===== config.mk =====
export PLATFORM = sky130hd
export DESIGN_NAME = scheduler_weighted
export DESIGN_NICKNAME = d
export VERILOG_FILES = /design/src/rtl/scheduler_weighted_pkg.sv /design/src/rtl/scheduler_weighted_rr_pick.sv /design/src/rtl/scheduler_weighted.sv
export SDC_FILE = /design/constraint.sdc
export NUM_CORES = 1
export LEC_CHECK = 0
export CORE_ASPECT_RATIO = 1.4
export CORE_MARGIN = 4
export CORE_UTILIZATION = 40
export DETAILED_ROUTE_END_ITERATION = 8
export PLACE_DENSITY = 0.61
export SYNTH_ARGS = -nofsm -noshare
export SYNTH_HDL_FRONTEND = slang
export SYNTH_HIERARCHICAL = 1
export SYNTH_SLANG_ARGS = --single-unit
export TNS_END_PERCENT = 20

===== constraint.sdc =====
create_clock -name clk -period 5.2 [get_ports clk]
set_clock_uncertainty 0.15 [all_clocks]
set_input_delay 1.3 -clock clk [delete_from_list [all_inputs] [get_ports clk]]
set_output_delay 1.3 -clock clk [all_outputs]
set_load 0.02 [all_outputs]

===== src/rtl/scheduler_weighted_pkg.sv =====
// Shared types and default sizing for the weighted fetch-thread scheduler.
package scheduler_weighted_pkg;

  localparam int N_THREADS_DEF    = 8;
  localparam int TID_W_DEF        = $clog2(N_THREADS_DEF);
  localparam int WEIGHT_W_DEF     = 4;
  localparam int STARVE_LIMIT_DEF = 4;

  typedef logic [TID_W_DEF-1:0]    threadid_t;
  typedef logic [WEIGHT_W_DEF-1:0] weight_t;
  typedef logic                    prio_t;

  typedef enum logic [1:0] {
    DEC_EXC,
    DEC_HOLD,
    DEC_SEL,
    DEC_IDLE
  } dec_e;

endpackage


===== src/rtl/scheduler_weighted_rr_pick.sv =====
// Round-robin finder: first set request after ptr, wrapping, with ptr itself checked last.
module scheduler_weighted_rr_pick
  import scheduler_weighted_pkg::*;
#(
  parameter int N_THREADS = N_THREADS_DEF,
  parameter int TID_W     = $clog2(N_THREADS)
) (
  input  logic [N_THREADS-1:0] req,
  input  logic [TID_W-1:0]     ptr,
  output logic                 found,
  output logic [TID_W-1:0]     pick
);

  always_comb begin
    found = 1'b0;
    pick  = '0;
    // Upper segment (ptr+1 .. N-1) wins over the wrapped segment (0 .. ptr).
    for (int t = 0; t < N_THREADS; t++) begin
      if (!found && req[t] && (t > int'(ptr))) begin
        found = 1'b1;
        pick  = TID_W'(t);
      end
    end
    for (int t = 0; t < N_THREADS; t++) begin
      if (!found && req[t] && (t <= int'(ptr))) begin
        found = 1'b1;
        pick  = TID_W'(t);
      end
    end
  end

endmodule


===== src/rtl/scheduler_weighted.sv =====
// Fetch thread scheduler: round-robin over eligible threads with two priority
// classes, low-class starvation guard, per-thread burst weights and exception redirect.
module scheduler_weighted
  import scheduler_weighted_pkg::*;
#(
  parameter int N_THREADS    = N_THREADS_DEF,
  parameter int TID_W        = $clog2(N_THREADS),
  parameter int WEIGHT_W     = WEIGHT_W_DEF,
  parameter int STARVE_LIMIT = STARVE_LIMIT_DEF
) (
  input  logic                 clk,
  input  logic                 rst,
  input  logic [N_THREADS-1:0] stalled,
  input  logic [N_THREADS-1:0] active,
  input  logic                 exc_en,
  input  logic [TID_W-1:0]     exc_thread,
  input  logic                 cfg_we,
  input  logic [TID_W-1:0]     cfg_thread,
  input  logic [WEIGHT_W-1:0]  cfg_weight,
  input  logic                 cfg_prio,
  output logic [TID_W-1:0]     thread,
  output logic                 thread_valid
);

  localparam int                 SC_W       = $clog2(STARVE_LIMIT + 2);
  localparam logic [SC_W-1:0]    STARVE_MAX = SC_W'(STARVE_LIMIT);
  localparam logic [TID_W:0]     N_LIM      = (TID_W+1)'(N_THREADS);
  localparam logic [TID_W-1:0]   PTR_RST    = TID_W'(N_THREADS - 1);

  logic [WEIGHT_W-1:0]  weight [N_THREADS];
  logic [N_THREADS-1:0] prio;
  logic [TID_W-1:0]     ptr;
  logic [WEIGHT_W-1:0]  burst_cnt;
  logic [SC_W-1:0]      starve_cnt;

  logic [N_THREADS-1:0] elig, hi_req, lo_req;
  logic                 hi_found, lo_found, use_lo, hold;
  logic [TID_W-1:0]     hi_pick, lo_pick, pick;
  logic [WEIGHT_W-1:0]  cur_w;
  dec_e                 dec;

  function automatic logic [WEIGHT_W-1:0] eff_weight(input logic [WEIGHT_W-1:0] w);
    return (w == '0) ? WEIGHT_W'(1) : w;
  endfunction

  assign elig   = active & ~stalled;
  assign hi_req = elig & prio;
  assign lo_req = elig & ~prio;

  scheduler_weighted_rr_pick #(.N_THREADS(N_THREADS), .TID_W(TID_W)) u_pick_hi (
    .req   (hi_req),
    .ptr   (ptr),
    .found (hi_found),
    .pick  (hi_pick)
  );

  scheduler_weighted_rr_pick #(.N_THREADS(N_THREADS), .TID_W(TID_W)) u_pick_lo (
    .req   (lo_req),
    .ptr   (ptr),
    .found (lo_found),
    .pick  (lo_pick)
  );

  // Burst continues while burst_cnt < eff_weight-1, compared one bit wider to avoid wrap.
  always_comb begin
    cur_w  = eff_weight(weight[thread]);
    hold   = thread_valid && elig[thread] &&
             (({1'b0, burst_cnt} + (WEIGHT_W+1)'(1)) < {1'b0, cur_w});
    use_lo = ((starve_cnt == STARVE_MAX) && lo_found) || !hi_found;
    pick   = use_lo ? lo_pick : hi_pick;
    if (exc_en)                  dec = DEC_EXC;
    else if (hold)               dec = DEC_HOLD;
    else if (hi_found || lo_found) dec = DEC_SEL;
    else                         dec = DEC_IDLE;
  end

  // Decision register stage
  always_ff @(posedge clk) begin
    if (rst) begin
      thread       <= '0;
      thread_valid <= 1'b0;
      ptr          <= PTR_RST;
      burst_cnt    <= '0;
      starve_cnt   <= '0;
      prio         <= '0;
      for (int i = 0; i < N_THREADS; i++) weight[i] <= WEIGHT_W'(1);
    end else begin
      case (dec)
        DEC_EXC: begin
          thread       <= exc_thread;
          thread_valid <= 1'b1;
          ptr          <= exc_thread;
          burst_cnt    <= '0;
        end
        DEC_HOLD: begin
          burst_cnt <= burst_cnt + WEIGHT_W'(1);
        end
        DEC_SEL: begin
          thread       <= pick;
          thread_valid <= 1'b1;
          ptr          <= pick;
          burst_cnt    <= '0;
          if (use_lo)
            starve_cnt <= '0;
          else if (lo_found && (starve_cnt != STARVE_MAX))
            starve_cnt <= starve_cnt + SC_W'(1);
        end
        default: begin
          thread_valid <= 1'b0;
          burst_cnt    <= '0;
        end
      endcase
      if (cfg_we && ({1'b0, cfg_thread} < N_LIM)) begin
        weight[cfg_thread] <= cfg_weight;
        prio[cfg_thread]   <= cfg_prio;
      end
    end
  end

  a_exc_range: assert property (@(posedge clk) disable iff (rst)
    exc_en |-> ({1'b0, exc_thread} < N_LIM));

endmodule


Word-level counts from Yosys, hierarchy flattened
Memory sizes are Yosys's and may differ from the RTL's. A register that Yosys moved wholly into a read port is not among the register bits.
Cells that the tools add are included.
{ "word_totals": {"register_bits": 22, "ramBits": 32, "input_bits": 31, "out_inout_bits": 4, "wordCells": 222, "mem_count": 1} }
{ "op_classes": {"add_sub_neg": 3, "n_lt_le_gt_ge": 18, "eq_ne": 4, "n_mux": 84, "bitwise_logic": 6, "reduce_logical": 100} }
{ "mem_list": {"columns": ["memory", "words", "width", "rd", "rd_clocked_by_memory_dff", "wr", "line_no", "source"], "rows": [
  ["weight", 8, 4, 1, 1, 8, "scheduler_weighted.sv:30", "logic [WEIGHT_W-1:0] weight [N_THREADS];"]
]} }
{ "op_table": {"columns": ["operator", "count"], "rows": [
  ["3-bit two-way mux", 34],
  ["1-bit logical AND", 61],
  ["1-bit two-way mux", 41],
  ["1-bit logical NOT", 29],
  ["8-bit bitwise AND", 3],
  ["8-bit inverter", 2],
  ["3-bit > comparator (first input constant)", 4],
  ["3-bit <= comparator (first input constant)", 4],
  ["8-bit bitwise mux", 1],
  ["3-bit by 4-bit less-than comparator with 1-bit output (second input constant)", 2],
  ["4-bit two-way mux", 2],
  ["2-bit by 3-bit > comparator with 1-bit output (first input constant)", 2],
  ["2-bit by 3-bit <= comparator with 1-bit output (first input constant)", 2],
  ["3-bit one-hot mux with 2 select lines", 1],
  ["4-bit by 1-bit adder with 5-bit output (second input constant)", 1],
  ["5-bit by 4-bit less-than comparator with 1-bit output", 1],
  ["4-bit by 1-bit adder with 4-bit output (second input constant)", 1],
  ["4-bit logical NOT", 1],
  ["2-bit two-way mux", 2],
  ["2-bit nonzero test", 2],
  ["2-bit OR reduction", 2],
  ["4-bit OR reduction", 1],
  ["3-bit by 1-bit adder with 3-bit output (second input constant)", 1],
  ["1-bit binary-select mux with 3-bit select", 1],
  ["other kinds (13)", 14]
]} }

Longest topological paths before layout
{ "logic_depth": {"ltp_word": 68, "depth_mapped": 13, "depth_no_buf": 12} }

Cells and area by module
Netlist, hierarchy kept.
{ "by_module_without_submodules": {"columns": ["mod", "instances", "cells_per_inst", "area_each_um2", "seq_area_each_um2"], "rows": [
  ["scheduler_weighted", 1, 280, 3036.7, 1461.4],
  ["scheduler_weighted_rr_pick", 2, 67, 429.2, 0.0]
]} }

Least setup slack after synthesis
OpenSTA, ideal clock, no wires.
{ "synth_path": {"path_type": "input to register", "startpoint": "in active[1]", "endpoint": "reg starve_cnt[2]", "setup_time_ns": 0.072, "arrival_time_ns": 3.344, "t_required_ns": 4.978, "path_slack_ns": 1.634, "stages": 13, "path_buffers": 1, "cell_sequence": "nor2b_1 > and2_1 > buf_2 > a211oi_1 > o21bai_1 > nor2_2 > nand4b_1 > nand3_1 > nand2_1 > o21a_1 > and3_1 > a211o_1 > a21oi_1"} }
{ "synth_via": {"elab_chain_cells": 65, "word_cells_on_any_way": 133, "classes_between": "eq/ne: 1; mux: 36; bitwise: 3; reduce/logical: 93"} }
{ "synth_lines": {"columns": ["item", "line_no", "source"], "rows": [
  ["from (decl)", "scheduler_weighted.sv:14", "input logic [N_THREADS-1:0] active,"],
  ["8-bit bitwise AND (*)", "scheduler_weighted.sv:46", "assign elig = active & ~stalled;"],
  ["8-bit bitwise AND (*)", "scheduler_weighted.sv:48", "assign lo_req = elig & ~prio;"],
  ["via lo_req[1]", "scheduler_weighted.sv:36", "logic [N_THREADS-1:0] elig, hi_req, lo_req;"],
  ["1-bit logical AND", "scheduler_weighted_rr_pick.sv:19", "if (!found && req[t] && (t > int'(ptr))) begin"],
  ["1-bit two-way mux", "scheduler_weighted_rr_pick.sv:19", null],
  ["1-bit logical NOT", "scheduler_weighted_rr_pick.sv:19", null],
  ["1-bit logical AND (2 in series)", "scheduler_weighted_rr_pick.sv:19", null],
  ["1-bit two-way mux", "scheduler_weighted_rr_pick.sv:19", null],
  ["[50 not listed]", null, null],
  ["1-bit two-way mux (*)", "scheduler_weighted_rr_pick.sv:25", "if (!found && req[t] && (t <= int'(ptr))) begin"],
  ["via lo_found", "scheduler_weighted.sv:37", "logic hi_found, lo_found, use_lo, hold;"],
  ["1-bit logical OR", "scheduler_weighted.sv:73", "else if (hi_found || lo_found) dec = DEC_SEL;"],
  ["1-bit two-way mux", "scheduler_weighted.sv:73", null],
  ["2-bit two-way mux", "scheduler_weighted.sv:72", "else if (hold) dec = DEC_HOLD;"],
  ["2-bit two-way mux", "scheduler_weighted.sv:71", "if (exc_en) dec = DEC_EXC;"],
  ["2-bit equality test", "scheduler_weighted.sv:88", "case (dec)"],
  ["2-bit AND reduction (no source line)", null, null],
  ["to (signal assigned)", "scheduler_weighted.sv:106", "starve_cnt <= starve_cnt + SC_W'(1);"],
  ["to (decl)", "scheduler_weighted.sv:34", "logic [SC_W-1:0] starve_cnt;"]
]} }
The timed path passes the listed nets; every way through them passes the cells marked *. The select of a mux whose other input is x is not followed.
A chain may end at the register's enable or synchronous reset.

==> flow_summary.ini <==
[power]
power_density_mw_per_mm2 = 308
p_sw_frac = 0.284
power_frac_clock = 0.400
p_int_mw = 1.01
combPwrFrac = 0.211
p_leak_nw = 1.60
pwr-share-seq = 0.389
p_switching_uw = 400
vdd_drop_max_mv = 0.148

[route]
drt_iter0_markers = 197
routed_via_density = 5.62
firstDrtPassIters = 5
wl_per_cell_um = 16.9
vias = 3241
drc = 0
routed_wirelength_um = 9780
ant_nets = 0

[placed_design]
post-dp-hpwl_um = 7370
dp.cells = 561
port_buffers = 34
gp_congestion = 0.841

[final_layout]
drive_above_1_share = 0.115
seq_area_sq_mm = 0.00146
layout.nets = 477
n_antenna_cell = 0
utilization = 0.481
area_growth_pct = 17.5
fill_cells = 933
instances_no_fill = 577
multiInputGateArea_sq_mm = 0.00224

[logic_synthesis]
async_flop_share = 0
synth_edf_count = 32
synth_top_flop_cell = edfxtp_1
netlist_top_cells_area = edfxtp_1 25%, dfxtp_1 13%, and2_1 6.7%, mux4_2 5.8%, nand2_1 4.0%
avgSynthCellArea_sq_um = 9.41
yosys_warnings = 6
ys_top_cells_by_count = 42 x and2_1, 42 x nand2_1, 32 x edfxtp_1, 25 x dfxtp_1, 25 x nor2_1
synth-seq-cells = 57
synth_top_area_frac = 0.247
yosys.area.top_type = edfxtp_1
syn_area_sq_mm = 0.00389
synth_seq_area_share = 0.375
syn_nets = 451
syn_inst = 414
ys_types = 62

[critical_path]
path_cells = clkdlybuf4s50_1 > nor2b_1 > and2_1 > nor2_1 > or2_1 > a21oi_2 > nand4b_1 > nand3_1 > nand2_1 > mux2i_1 > nor3_1 > o211ai_1 > o211ai_1
critPathMaxFanout = 6
critPathTopFamily = simple AND/OR/NAND/NOR gates
cp_common_cell = o211ai_1
critPathKind = input pin to flip-flop
crit_slowest_cell = clkdlybuf4s50_1
cp_data_required_time_ns = 5.24
critPathArrivalTime_ns = 4.10
crit_buf_inv = 1
critical_path.max_stage_delay_ns = 0.45
startpoint_type = input pin
crit_path_end_kind = flip-flop

[sta]
relSlewSlack = 0.350
tightest_slew_ns = 0.974
fin_crit_ns = 4.06
rsz0062_at_grt = false
holdWs_ns = 0.321
setup_viol = 0
drv_slew = 0
setup_tns_ns = 0
fmax_mhz = 246
period_share = 0.781
hold_viol_final = 0

[clock_network]
clk_path_buf_depth = 2
cts.repair.resized = 0
path_clk_slew_ns = 0.05
cts_buffers = 9
cts.sinks = 57
cts_max_level = 3
tritoncts = done
ctsHoldBuffers = 0
clk_latency_ns = 0.33
cts-root-buf = clkbuf_16
post-cts-setup-buffers = 0

[job]
drv_cap = 0

[global_routing]
grt_pass1_wl_um = 15900
grt_pass1_vias = 3095
grt_start_max_net_pins = 34
antenna_found_initial = 0
grtUsageTotal = 0.176
grt_overflow = 0

[floorplan]
core_sq_mm = 0.00951
die_h_um = 125
start_util = 0.409
row_count = 42
die_w_um = 91.4
ios = 35
die_area_sq_mm = 0.0114

[hold_path]
min_path_type = flip-flop to flip-flop

[outcome]
status = completed
final cells by class:
| type | instances | area share |
|---|---|---|
| repair buffers | 37 | 0.0793 |
| flip-flops and latches | 57 | 0.319 |
| well taps | 132 | 0.0361 |
| multi-input cells | 317 | 0.489 |
| clock inverters | 4 | 0.00984 |
| inverters | 18 | 0.0148 |
| clock buffers | 12 | 0.0517 |
power groups by stage:
stage | registers, mW | clock network [mW] | logic (mW)
floorplan | 0.537 | 0 | 0.232
global placement | 0.558 | 0 | 0.292
detailed placement | 0.558 | 0 | 0.294
CTS | 0.549 | 0.572 | 0.296
global route | 0.555 | 0.588 | 0.323
finish | 0.549 | 0.564 | 0.297
cells by family (layout without fill, tap and decap cells):
| kind of cell | after synthesis | count (layout) | synth area share |
|---|---|---|---|
| xor+xnor | 2 | 2 | 0.00450 |
| compound gates | 88 | 88 | 0.173 |
| buf+inv | 40 | 71 | 0.0501 |
| simple gates | 202 | 202 | 0.294 |
| flops | 57 | 57 | 0.375 |
| fa+ha+maj | 6 | 6 | 0.0193 |
| mux | 19 | 19 | 0.0845 |
worst min-delay path, cell delays in order (launching register included):
cell	delay, ns
dfxtp_1	0.30
inv_1	0.06
o21ai_1	0.06
flip-flops by register name (all words and copies together) (netlist names), named ones only:
| register | flops |
|---|---|
| burst_cnt | 4 |
| starve_cnt | 3 |
| thread | 3 |
| ptr | 3 |
| weight | 32 |
| prio | 8 |
| thread_valid | 1 |
routing by layer:
layer	vias to the layer above	wire [um]	track usage
li1	1576	-	-
met1	1529	3940	0.206
met2	108	4900	0.298
met3	28	576	0.0447
met4	0	359	0.0844
met5	-	0	0
worst paths after layout:
| kind | start | end | slack [ns] | depth (start not counted) |
|---|---|---|---|---|
| setup reg to reg | flip-flop | starve_cnt[0]$_SDFFE_PP0P_ | 1.91 | 9 |
| hold reg to reg | prio[3]$_SDFFE_PP0P_ | prio[3]$_SDFFE_PP0P_ | 0.32 | 2 |
| hold / removal | prio[3]$_SDFFE_PP0P_ | prio[3]$_SDFFE_PP0P_ | 0.32 | 2 |
| setup / recovery | active[3] | flip-flop | 1.14 | 13 |
metrics by stage:
stage	area (sq um)	total power, mW	setup slack [ns]
after global placement	4300	0.850	0.856
after CTS	4580	1.42	1.15
after floorplan	3890	0.768	1.63
after detailed placement	4300	0.851	0.810
after global routing	4580	1.47	0.915
final	4580	1.41	1.14
layout by cell type (no fill, tap or decap), types with 5 or more instances in the layout:
cell and n:
a21oi_1 10, and2_1 42, clkbuf_16 9, clkdlybuf4s50_1 34, dfxtp_1 25, edfxtp_1 32, ha_1 6, inv_1 16
mux4_2 10, nand2_1 42, nand2b_1 10, nand3_1 11, nand4_1 8, nand4b_1 8, nor2_1 25, nor2b_1 16
nor3_1 11, o211ai_1 11, o21ai_1 9, o21bai_1 5, or2_1 6, or3_1 6
No activity file was read; power rests on OpenSTA's default activity.
